## src/rtl/stepper_phase_decoder_pkg.sv

```systemverilog
// Shared definitions for the stepper coil-phase decoder and the stepper driver:
// legal coil patterns, fault codes, FSM states and rotation helpers.
package stepper_phase_decoder_pkg;

    localparam logic [3:0] PH_A = 4'b1001;
    localparam logic [3:0] PH_B = 4'b1100;
    localparam logic [3:0] PH_C = 4'b0110;
    localparam logic [3:0] PH_D = 4'b0011;

    typedef enum logic [1:0] {
        FC_NONE    = 2'b00,
        FC_ILLEGAL = 2'b01,
        FC_SKIP    = 2'b10
    } fault_code_t;

    typedef enum logic [1:0] {
        ST_UNSYNC,
        ST_TRACK,
        ST_FAULT
    } state_t;

    // Forward rotation: 1001 -> 1100 -> 0110 -> 0011 -> 1001
    function automatic logic [3:0] rot_right(input logic [3:0] p);
        return {p[0], p[3:1]};
    endfunction

    function automatic logic [3:0] rot_left(input logic [3:0] p);
        return {p[2:0], p[3]};
    endfunction

    function automatic logic is_legal(input logic [3:0] p);
        return (p == PH_A) || (p == PH_B) || (p == PH_C) || (p == PH_D);
    endfunction

endpackage

```

## src/rtl/stepper_phase_decoder_filter.sv

```systemverilog
// Two-flop synchronizer plus stability filter; pulses accept once per newly
// stable pattern after FILTER_CYC consecutive equal synchronized samples.
module phase_filter #(
    parameter int FILTER_CYC = 2
) (
    input  logic       clk,
    input  logic       reset,
    input  logic [3:0] phase_in,
    output logic       accept,
    output logic [3:0] pattern
);

    localparam int CW = $clog2(FILTER_CYC + 1);

    logic [3:0]    sync1_q, sync2_q, last_q;
    logic [CW-1:0] cnt_q, cnt_d;
    logic          changed, accept_d;

    always_comb begin
        changed  = (sync2_q != last_q);
        cnt_d    = cnt_q;
        if (changed)
            cnt_d = CW'(1);
        else if (cnt_q != CW'(FILTER_CYC))
            cnt_d = cnt_q + CW'(1);
        // pulse only on the cycle the count first reaches the threshold
        accept_d = (cnt_d == CW'(FILTER_CYC)) && (changed || cnt_q != CW'(FILTER_CYC));
    end

    always_ff @(posedge clk) begin
        if (reset) begin
            sync1_q <= '0;
            sync2_q <= '0;
            last_q  <= '0;
            cnt_q   <= '0;
            accept  <= 1'b0;
        end else begin
            sync1_q <= phase_in;
            sync2_q <= sync1_q;
            last_q  <= sync2_q;
            cnt_q   <= cnt_d;
            accept  <= accept_d;
        end
    end

    assign pattern = last_q;

endmodule

```

## src/rtl/stepper_phase_decoder.sv

```systemverilog
// Decodes filtered stepper coil patterns into an absolute position with
// hour index, direction, overtravel and latched fault reporting.
module stepper_phase_decoder
    import stepper_phase_decoder_pkg::*;
#(
    parameter int STEPS_PER_HOUR = 8,
    parameter int MAX_HOURS      = 12,
    parameter int FILTER_CYC     = 2
) (
    input  logic       clk,
    input  logic       reset,
    input  logic [3:0] phase_in,
    input  logic       fault_clr,
    output logic [7:0] position,
    output logic [3:0] hour_idx,
    output logic       step_pulse,
    output logic       direction,
    output logic       synced,
    output logic       home,
    output logic       overtravel,
    output logic       fault,
    output logic [1:0] fault_code
);

    localparam int MAX_POS = STEPS_PER_HOUR * MAX_HOURS;
    localparam int SW      = (STEPS_PER_HOUR > 1) ? $clog2(STEPS_PER_HOUR) : 1;

    logic        acc;
    logic [3:0]  acc_pat;

    state_t      state_q, state_d;
    fault_code_t fcode_q, fcode_d;
    logic [3:0]  ref_q, ref_d;
    logic [7:0]  pos_q, pos_d;
    logic [SW-1:0] sub_q, sub_d;
    logic [3:0]  hour_q, hour_d;
    logic        dir_q, dir_d, step_q, step_d, ovt_q, ovt_d;

    phase_filter #(.FILTER_CYC(FILTER_CYC)) u_filter (
        .clk      (clk),
        .reset    (reset),
        .phase_in (phase_in),
        .accept   (acc),
        .pattern  (acc_pat)
    );

    always_comb begin
        state_d = state_q;
        fcode_d = fcode_q;
        ref_d   = ref_q;
        pos_d   = pos_q;
        sub_d   = sub_q;
        hour_d  = hour_q;
        dir_d   = dir_q;
        step_d  = 1'b0;
        ovt_d   = 1'b0;
        case (state_q)
            ST_UNSYNC: begin
                if (acc && is_legal(acc_pat)) begin
                    ref_d   = acc_pat;
                    state_d = ST_TRACK;
                end
            end
            ST_TRACK: begin
                if (acc && acc_pat != ref_q) begin
                    if (!is_legal(acc_pat)) begin
                        state_d = ST_FAULT;
                        fcode_d = FC_ILLEGAL;
                    end else if (acc_pat == rot_right(ref_q)) begin
                        ref_d = acc_pat;
                        if (pos_q == 8'(MAX_POS)) begin
                            ovt_d = 1'b1;
                        end else begin
                            pos_d  = pos_q + 8'd1;
                            dir_d  = 1'b1;
                            step_d = 1'b1;
                            if (sub_q == SW'(STEPS_PER_HOUR - 1)) begin
                                sub_d  = '0;
                                hour_d = hour_q + 4'd1;
                            end else begin
                                sub_d  = sub_q + SW'(1);
                            end
                        end
                    end else if (acc_pat == rot_left(ref_q)) begin
                        ref_d = acc_pat;
                        if (pos_q == '0) begin
                            ovt_d = 1'b1;
                        end else begin
                            pos_d  = pos_q - 8'd1;
                            dir_d  = 1'b0;
                            step_d = 1'b1;
                            if (sub_q == '0) begin
                                sub_d  = SW'(STEPS_PER_HOUR - 1);
                                hour_d = hour_q - 4'd1;
                            end else begin
                                sub_d  = sub_q - SW'(1);
                            end
                        end
                    end else begin
                        state_d = ST_FAULT;
                        fcode_d = FC_SKIP;
                    end
                end
            end
            ST_FAULT: begin
                if (fault_clr) begin
                    state_d = ST_UNSYNC;
                    fcode_d = FC_NONE;
                end
            end
            default: state_d = ST_UNSYNC;
        endcase
    end

    always_ff @(posedge clk) begin
        if (reset) begin
            state_q <= ST_UNSYNC;
            fcode_q <= FC_NONE;
            ref_q   <= '0;
            pos_q   <= '0;
            sub_q   <= '0;
            hour_q  <= '0;
            dir_q   <= 1'b0;
            step_q  <= 1'b0;
            ovt_q   <= 1'b0;
        end else begin
            state_q <= state_d;
            fcode_q <= fcode_d;
            ref_q   <= ref_d;
            pos_q   <= pos_d;
            sub_q   <= sub_d;
            hour_q  <= hour_d;
            dir_q   <= dir_d;
            step_q  <= step_d;
            ovt_q   <= ovt_d;
        end
    end

    assign position   = pos_q;
    assign hour_idx   = hour_q;
    assign step_pulse = step_q;
    assign direction  = dir_q;
    assign overtravel = ovt_q;
    assign synced     = (state_q == ST_TRACK);
    assign home       = synced && (pos_q == '0);
    assign fault      = (state_q == ST_FAULT);
    assign fault_code = fcode_q;

endmodule

```

## config.mk

```make
export PLATFORM = sky130hd
export DESIGN_NAME = stepper_phase_decoder
export DESIGN_NICKNAME = d
export VERILOG_FILES = /design/src/rtl/stepper_phase_decoder_pkg.sv /design/src/rtl/stepper_phase_decoder_filter.sv /design/src/rtl/stepper_phase_decoder.sv
export SDC_FILE = /design/constraint.sdc
export NUM_CORES = 1
export LEC_CHECK = 0
export CAP_MARGIN = 10
export CORE_UTILIZATION = 59
export CTS_BUF_LIST = sky130_fd_sc_hd__clkbuf_4
export CTS_CLUSTER_SIZE = 14
export DETAILED_ROUTE_END_ITERATION = 10
export HOLD_SLACK_MARGIN = 0.12
export PLACE_DENSITY = 0.93
export SLEW_MARGIN = 0
export SYNTH_ARGS = -nofsm -noshare
export SYNTH_HDL_FRONTEND = slang
export SYNTH_SLANG_ARGS = --single-unit
```

## constraint.sdc

```tcl
create_clock -name clk -period 3.47 [get_ports clk]
set_clock_uncertainty 0.05 [all_clocks]
set_input_delay 1.041 -clock clk [delete_from_list [all_inputs] [get_ports clk]]
set_output_delay 1.041 -clock clk [all_outputs]
set_load 0.005 [all_outputs]
```

==> Word level (Yosys, flattened, before mapping) <==
Cells that the tools add are included.
{ "totals": {"regBits": 41, "out_inout_bits": 20, "elab_cells": 115, "inputBits": 7} }
{ "op_classes": {"add_sub_neg": 7, "n_bitwise": 3, "n_mux": 46, "n_reduce_logical": 21, "n_eq_ne": 24} }
{ "op_table": {"columns": ["operator", "n"], "rows": [
  ["$mux 4", 11],
  ["$mux 8", 4],
  ["$mux 2", 10],
  ["$mux 3", 6],
  ["$reduce_and 5->1", 3],
  ["$mux 1", 12],
  ["$ne 2x2->1 const B", 5],
  ["$add 8x1->8 const B", 1],
  ["$eq 4x4->1", 2],
  ["$eq 4x4->1 const B", 2],
  ["$eq 8x7->1 const B", 1],
  ["$logic_not 8->1", 1],
  ["$ne 4x4->1", 2],
  ["$pmux 4 s2", 1],
  ["$reduce_and 8->1", 1],
  ["$reduce_bool 2->1", 4],
  ["$sub 8x1->8 const B", 1],
  ["$ne 2x1->1 const B", 3],
  ["$ne 3x3->1 const B", 2],
  ["$pmux 2 s3", 1],
  ["$reduce_and 6->1", 1],
  ["$add 4x1->4 const B", 1],
  ["$eq 2x2->1 const B", 2],
  ["$eq 4x2->1 const B", 1],
  ["15 further kinds", 23]
]} }

==> Logic depth before layout (Yosys ltp) <==
Gate-level depths: netlist of run 1.
{ "depth": {"depth_word": 7, "depth_mapped": 10, "depth_no_buf": 9} }

==> Hierarchy <==
From an unflattened synthesis of run 1, not the netlist that was laid out.
{ "unflattened": {"cells_unflattened": 259, "hier_area_um2": 2406.1} }
{ "modules_own_cells": {"columns": ["mod", "instances", "cells_per_inst", "seq_area_each_um2", "area_each_um2"], "rows": [
  ["stepper_phase_decoder", 1, 218, 520.5, 1915.6],
  ["phase_filter", 1, 41, 300.3, 490.5]
]} }

==> Worst setup path before layout of run 1 <==
No wires, ideal clock.
{ "synth_timing": {"kind": "reg-to-reg", "from": "register u_filter.last_q[0], in the netlist u_filter.pattern[0]", "to": "register pos_q[7], in the netlist position[7]", "setup_ns": 0.082, "setup_slack_ns": 0.721, "required_ns": 3.338, "path_stages_with_launch": 11, "synth_period_minus_slack_ns": 2.749, "n_path_buf": 1, "arrival_ns": 2.617, "path_cell_list": "dfxtp_1 -> buf_6 -> xor2_1 -> nor4_4 -> inv_2 -> ha_1 -> nand3_1 -> o2111ai_1 -> o211ai_1 -> or4_1 -> o2111ai_1"} }
{ "synth_via": {"elab_chain_cells": 5, "word_cells_on_any_way": 16, "cone_classes": "9 x eq/ne; 1 x mux; 6 x reduce/logical"} }
{ "synth_rtl": {"columns": ["element", "line_no", "rtl"], "rows": [
  ["from (decl)", "stepper_phase_decoder_filter.sv:15", "logic [3:0] sync1_q, sync2_q, last_q;"],
  ["from (signal assigned)", "stepper_phase_decoder_filter.sv:40", "last_q <= sync2_q;"],
  ["$eq 4x4->1", "stepper_phase_decoder_pkg.sv:32", "return (p == PH_A) || (p == PH_B) || (p == PH_C) || (p == PH_D);"],
  ["$logic_or 1x1->1 (3 in series)", "stepper_phase_decoder_pkg.sv:32", null],
  ["$reduce_and 6->1 (no source line)", null, null],
  ["to (signal assigned)", "stepper_phase_decoder.sv:130", "pos_q <= pos_d;"],
  ["to (decl)", "stepper_phase_decoder.sv:34", "logic [7:0] pos_q, pos_d;"]
]} }
Parallel ways exist; a longest one is shown, timed or not.
A chain may end at the register's enable or synchronous reset.

==> Worst setup path after layout of run 1 <==
{ "layout_timing": {"from": "register pos_q[7], in the netlist position[7]", "to": "output port home"} }
{ "layout_via": {"elab_chain_cells": 2} }
{ "layout_rtl": {"columns": ["element", "line_no", "rtl"], "rows": [
  ["$logic_not 8->1", "stepper_phase_decoder.sv:145", "assign home = synced && (pos_q == '0);"],
  ["$logic_and 1x1->1", "stepper_phase_decoder.sv:145", null],
  ["to (decl)", "stepper_phase_decoder.sv:19", "output logic home,"]
]} }
Every way passes these cells.

==> reports/qor.yml, run 1 <==
status: "complete, no violations"
synth_nets: 300
clk_latency_ps: 360
finalHoldViolations: 0
totalWireLength_um: 4740
antenna_found_initial: 0
final_util: 0.703
drive_gt1_frac: 0.0845
worst_slew_pin_slew_ps: 587
leakage_nw: 1.13
synthFlopType: "dfxtp_1"
core_area_um2: 4030
slew_viol_final: 0
grt_pass1_vias: 1759
multiInputGateArea_um2: 1550
drt_iter0_drc: 101
netlist_instances: 271
fill_cells: 317
floorplan.initialDensity: 0.621
fmax_mhz: 314
timing.setup.tns_ps: 0
register_area_um2: 821
avgSynthCellArea_um2: 9.23
die_h_um: 67.1
final_nets: 324
synth_warnings: 0
cp.arrival_ps: 2090
cts_made_buffers: 5
ioPinCount: 27
worstHoldPathType: "reg2reg"
post-route-min-period_ps: 3190
avgRoutedWirePerCell_um: 13.7
cts_max_level: 2
vias: 2000
cts_hold_buf: 0
crit_path_start_kind: "flip-flop"
synthArstFlopShare: 0
ys_top_cells_by_area: "dfxtp_1, ha_1, nor2b_1, xnor2_1, mux2i_1"
tritoncts: "yes"
worstPathCellList: "nor4_1 > nand2_1 > nor2_1 > clkdlybuf4s50_1"
criticalPathCategory: "reg2out"
clock_sinks: 41
relSlewSlack: 0.598
cts.repair.resized: 0
power.density_nw_per_um2: 298
io_buffer_count: 26
synth_seq_cells: 41
yosysTopAreaCellShare: 0.328
end_kind: "output pin"
cts.path.max_buffers: 2
drtAntennaViolNets: 0
grt_max_degree: 36
gp_congestion: 0.883
slowest_delay_ps: 560
avgViaCountPerCell: 5.78
finalSetupViolCount: 0
r2r_setup_slack_ps: 570
dr.pass1.iters: 4
yosysTopAreaCell: "dfxtp_1"
ir_worst_vdd_uv: 221
die_w_um: 67.1
rsz0062_at_grt: "no"
clock-root-buffer: "clkbuf_4"
slowest_stage: "nor4_1"
syn_area_um2: 2500
dpl.hpwl_um: 3460
insertedDiodeCount: 0
die-area_um2: 4510
grt_use_total: 0.234
synth_edf_count: 0
syn_to_final_growth_pct: 13.2
clk_pin_slew_ps: 130
worst_ep_required_time_ps: 2380
num_rows: 23
yosysSeqAreaShare: 0.328
cap_viol_max_count: 0
overflow: 0
fin_crit_sh: 0.918
grt_pass1_wl_um: 7940
post-cts-setup-buffer-count: 0
crit_fanout: 5
synth_cell_types: 53
drc: 0
[synth_stat cells (2+ instances only)]
cell type,instances
dfxtp_1,41
ha_1,20
nor2b_1,19
a21oi_1,14
nor2_1,13
xnor2_1,13
nand2b_1,12
inv_1,11
xor2_1,10
mux2i_1,9
nand3_1,9
o21ai_0,8
nand2_1,7
nor3_1,7
clkbuf_1,6
nand4_1,6
mux2_2,5
or3_1,5
a211oi_1,4
o2111ai_1,4
a31oi_1,3
buf_2,3
buf_6,3
a2111oi_0,2
a21o_1,2
a41oi_1,2
buf_4,2
fa_1,2
mux2_1,2
nor3b_1,2
nor4_1,2
or3b_2,2
[cells by family after synthesis]
group           after synthesis  share of synthesized area
buf+inv                      26                     0.0525
fa+ha+maj                    22                      0.116
flops                        41                      0.328
simple gates                 91                      0.213
mux                          16                     0.0675
xor+xnor                     23                     0.0805
compound gates               52                      0.143
[area by class of cell]
class | instances | share of cell area
clock inverter | 3 | 0.00619
clock buffer | 5 | 0.0133
timing repair buffer | 31 | 0.105
inverter | 12 | 0.0159
tap | 50 | 0.0221
multi-input combinational | 204 | 0.548
sequential | 41 | 0.290
[cells in the final DEF, fill, tap and decap left out, types with 10 or more instances in the layout]
cell             instances
xor2_1                  10
dfxtp_1                 41
a21oi_1                 14
clkdlybuf4s50_1         26
nor2_1                  13
nand2b_1                12
nor2b_1                 19
inv_1                   11
ha_1                    20
xnor2_1                 13
[final timing paths]
kind,start,to,cells after the start
max,position[7],home,4
max reg2reg,u_filter.pattern[0],position[7],9
min,u_filter.sync1_q[1],u_filter.sync2_q[1],1
min reg2reg,u_filter.sync1_q[1],u_filter.sync2_q[1],1
[sequential cells by signal (all words and copies together) (netlist names)]
register,flops
direction,1
sub_q,3
state_q,2
position,8
u_filter.cnt_q,2
fault_code,2
step_pulse,1
hour_idx,4
overtravel,1
ref_q,4
u_filter.pattern,4
u_filter.sync2_q,4
u_filter.accept,1
u_filter.sync1_q,4
[metrics by stage]
step	total power, W	cells	worst slack, ps	cell area, um2	hold slack (ps)
finish	0.000843	346	284	2830	398
CTS	0.000852	346	331	2830	402
global route	0.000888	346	144	2830	413
global placement	0.000614	338	589	2780	368
detailed placement	0.000618	338	516	2780	373
floorplan	0.000589	271	721	2500	364
[routing by layer]
metal | track usage | vias to the layer above | share of wire
met5 | 0 | - | 0
met4 | 0.0638 | 0 | 0.011
met3 | 0.0616 | 5 | 0.040
met2 | 0.396 | 39 | 0.47
met1 | 0.291 | 935 | 0.47
li1 | - | 1021 | -
[power breakdown]
part / internal, W / switching [W] / leakage, nW
combinational: 0.0000551 / 0.0000641 / 0.765
clock: 0.0000765 / 0.000158 / 0.0310
sequential: 0.000481 / 0.00000766 / 0.333
total: 0.000612 / 0.000230 / 1.13
[critical path, delay by kind of cell (launching register included)]
family	cells	cell delay, ps
buffers and inverters	1	500
DFF	1	390
and+or+nand+nor	3	850
(Power assumes the default switching activity.)
==> inputs of run 2 (changes only) <==
--- a/config.mk
+++ b/config.mk
@@ -6,12 +6,14 @@
 export NUM_CORES = 1
 export LEC_CHECK = 0
 export CAP_MARGIN = 10
-export CORE_UTILIZATION = 59
+export CORE_UTILIZATION = 66
 export CTS_BUF_LIST = sky130_fd_sc_hd__clkbuf_4
 export CTS_CLUSTER_SIZE = 14
 export DETAILED_ROUTE_END_ITERATION = 10
+export DONT_BUFFER_PORTS = 1
 export HOLD_SLACK_MARGIN = 0.12
-export PLACE_DENSITY = 0.93
+export PLACE_DENSITY = 0.92
+export RECOVER_POWER = 50
 export SLEW_MARGIN = 0
 export SYNTH_ARGS = -nofsm -noshare
 export SYNTH_HDL_FRONTEND = slang
==> run 2 against run 1 <==
Effect of this change: clock power is 34% higher; register-to-register slack lost 60 ps; via count fell by 3.4%; non-clock buffer count down 28; largest cell class unchanged; cell count shrank 8.7%; critical path type is now reg2reg; critical endpoint is now position[7]; global-route usage up 2.1 points.
==> reports/qor.yml, run 2 (same netlist as run 1, synthesis figures left out) <==
crit_path_start_kind: "flip-flop"  # unchanged
fin_crit_sh: 0.854  # was 0.918
worst_slew_pin_slew_ps: 777  # was 587 ps
worstHoldPathType: "reg2reg"  # unchanged
crit_fanout: 19  # was 5
finalSetupViolCount: 0  # unchanged
syn_to_final_growth_pct: 3.20  # was 13.2%
floorplan.initialDensity: 0.684  # was 0.621
crit_buf_inv: 1  # unchanged
drive_gt1_frac: 0.0858  # was 0.0845
largest_register_ff_count: 8  # unchanged
cts.path.max_buffers: 2  # unchanged
grt_pass1_wl_um: 8090  # was 7940 um
die_w_um: 63.6  # was 67.1 um
avgViaCountPerCell: 6.11  # was 5.78
num_rows: 22  # was 23
reg2reg_depth: 9  # unchanged
insertedDiodeCount: 0  # unchanged
io_buffer_count: 0  # was 26
min_to: "u_filter.sync2_q[1]"  # unchanged
finalHoldViolations: 0  # unchanged
grt_pass1_vias: 1793  # was 1759
rsz0062_at_grt: "no"  # unchanged
end_kind: "flip-flop"  # was output pin
grt_max_degree: 53  # was 36
drtAntennaViolNets: 0  # unchanged
post-route-min-period_ps: 2960  # was 3190 ps
dr.pass1.iters: 4  # unchanged
clock-root-buffer: "clkbuf_4"  # unchanged
clk_pin_slew_ps: 130  # about the same
clock_sinks: 41  # unchanged
holdWs_ps: 404  # was 398 ps
fmax_mhz: 337  # was 314 MHz
overflow: 0  # unchanged
final_nets: 296  # was 324
timing.setup.tns_ps: 0  # unchanged
cap_viol_max_count: 0  # unchanged
reg2reg_from: "u_filter.pattern[0]"  # unchanged
post-cts-setup-buffer-count: 0  # unchanged
dpl.hpwl_um: 3390  # was 3460 um
critPathTopFamily: "simple AND/OR/NAND/NOR gates"  # unchanged
status: "complete, no violations"  # unchanged
core_area_um2: 3660  # was 4030 um2
slowest_delay_ps: 540  # was 560 ps
vias: 1932  # was 2000
gp_congestion: 0.892  # was 0.883
cts_max_level: 2  # unchanged
avgRoutedWirePerCell_um: 15.1  # was 13.7 um
slew_viol_final: 0  # unchanged
die_h_um: 63.6  # was 67.1 um
grt_use_total: 0.256  # was 0.234
final_util: 0.705  # was 0.703
totalWireLength_um: 4780  # was 4740 um
worst_ep_required_time_ps: 3710  # was 2380 ps
criticalPathCategory: "reg2reg"  # was reg2out
worstPathCellList: "xor2_1 > nor4_4 > inv_2 > ha_1 > nand3_1 > o2111ai_1 > o211ai_1 > or4_1 > o2111ai_1"  # was nor4_1 > nand2_1 > nor2_1 > clkdlybuf4s50_1
whs_path_depth: 1  # unchanged
fill_cells: 290  # was 317
tritoncts: "yes"  # unchanged
design_power_total_w: 0.000905  # was 0.000843 W
final_common_cell: "dfxtp_1"  # unchanged
r2r_setup_slack_ps: 510  # was 570 ps
cts_hold_buf: 0  # unchanged
relSlewSlack: 0.481  # was 0.598
leakage_nw: 1.04  # was 1.13 nW
cp.arrival_ps: 3210  # was 2090 ps
regToRegEndpoint: "position[7]"  # unchanged
ioPinCount: 27  # unchanged
final_cell_mix: "dfxtp_1, ha_1, nor2b_1"  # was dfxtp_1, clkdlybuf4s50_1, ha_1
crit_top_cell: "o2111ai_1"
cts_made_buffers: 5  # unchanged
drc: 0  # unchanged
antenna_found_initial: 0  # unchanged
ir_worst_vdd_uv: 244  # was 221 uV
slowest_stage: "dfxtp_1"  # was nor4_1
clk_latency_ps: 360  # about the same
cts.repair.resized: 0  # unchanged
drt_iter0_drc: 151  # was 101
min_from: "u_filter.sync1_q[1]"  # unchanged
die-area_um2: 4040  # was 4510 um2
power.density_nw_per_um2: 351  # was 298 nW/um2
[run 2: area by class of cell]
| cell class | instances | area (um2) | share of cell area |
|---|---|---|---|
| multi-input combinational | 204 | 1550 | 0.600 |
| sequential | 41 | 821 | 0.318 |
| tap | 48 | 60.1 | 0.0233 |
| clock inverter | 3 | 46.3 | 0.0179 |
| inverter | 12 | 45.0 | 0.0174 |
| clock buffer | 5 | 37.5 | 0.0145 |
| timing repair buffer | 3 | 22.5 | 0.00872 |
[run 2: through the flow]
stage / cell area [um2] / setup slack, ps / instances
after floorplan: 2500 / 721 / 271
after global placement: 2500 / 728 / 308
after detailed placement: 2500 / 556 / 308
after CTS: 2580 / 526 / 316
after global routing: 2580 / 337 / 316
final: 2580 / 506 / 316
[run 2: power breakdown]
group	internal, W	switching [W]
Clock	0.000152	0.000164
Combinational	0.0000447	0.0000560
Sequential	0.000481	0.00000775
Total	0.000678	0.000228
[run 2: routing by layer]
| metal | track usage | part of all wire | up-vias |
|---|---|---|---|
| met3 | 0.0797 | 0.062 | 8 |
| met4 | 0.139 | 0.019 | 0 |
| met1 | 0.307 | 0.45 | 891 |
| met2 | 0.403 | 0.47 | 74 |
| li1 | - | - | 959 |
| met5 | 0 | 0 | - |
[run 2: worst max-delay path by stage]
stage                        endpoint           startpoint  cells past startpoint  slack (ps)
after floorplan           position[7]  u_filter.pattern[0]                     10         720
after global placement    position[7]  u_filter.pattern[0]                      9         730
after detailed placement  position[7]  u_filter.pattern[0]                      9         560
after CTS                 position[7]  u_filter.pattern[0]                      9         530
after global routing      position[7]  u_filter.pattern[0]                      9         340
final                     position[7]  u_filter.pattern[0]                      9         510
[run 2: worst reg2reg max path, delay by kind of cell, from the launching register on]
kind	cells	cell delay [ps]
AO/OA/AOI/OAI	3	500
XOR/XNOR	1	170
adder cells (fa/ha/maj)	1	460
buffers and inverters	1	230
flip-flops	1	540
AND/OR/NAND/NOR	3	960
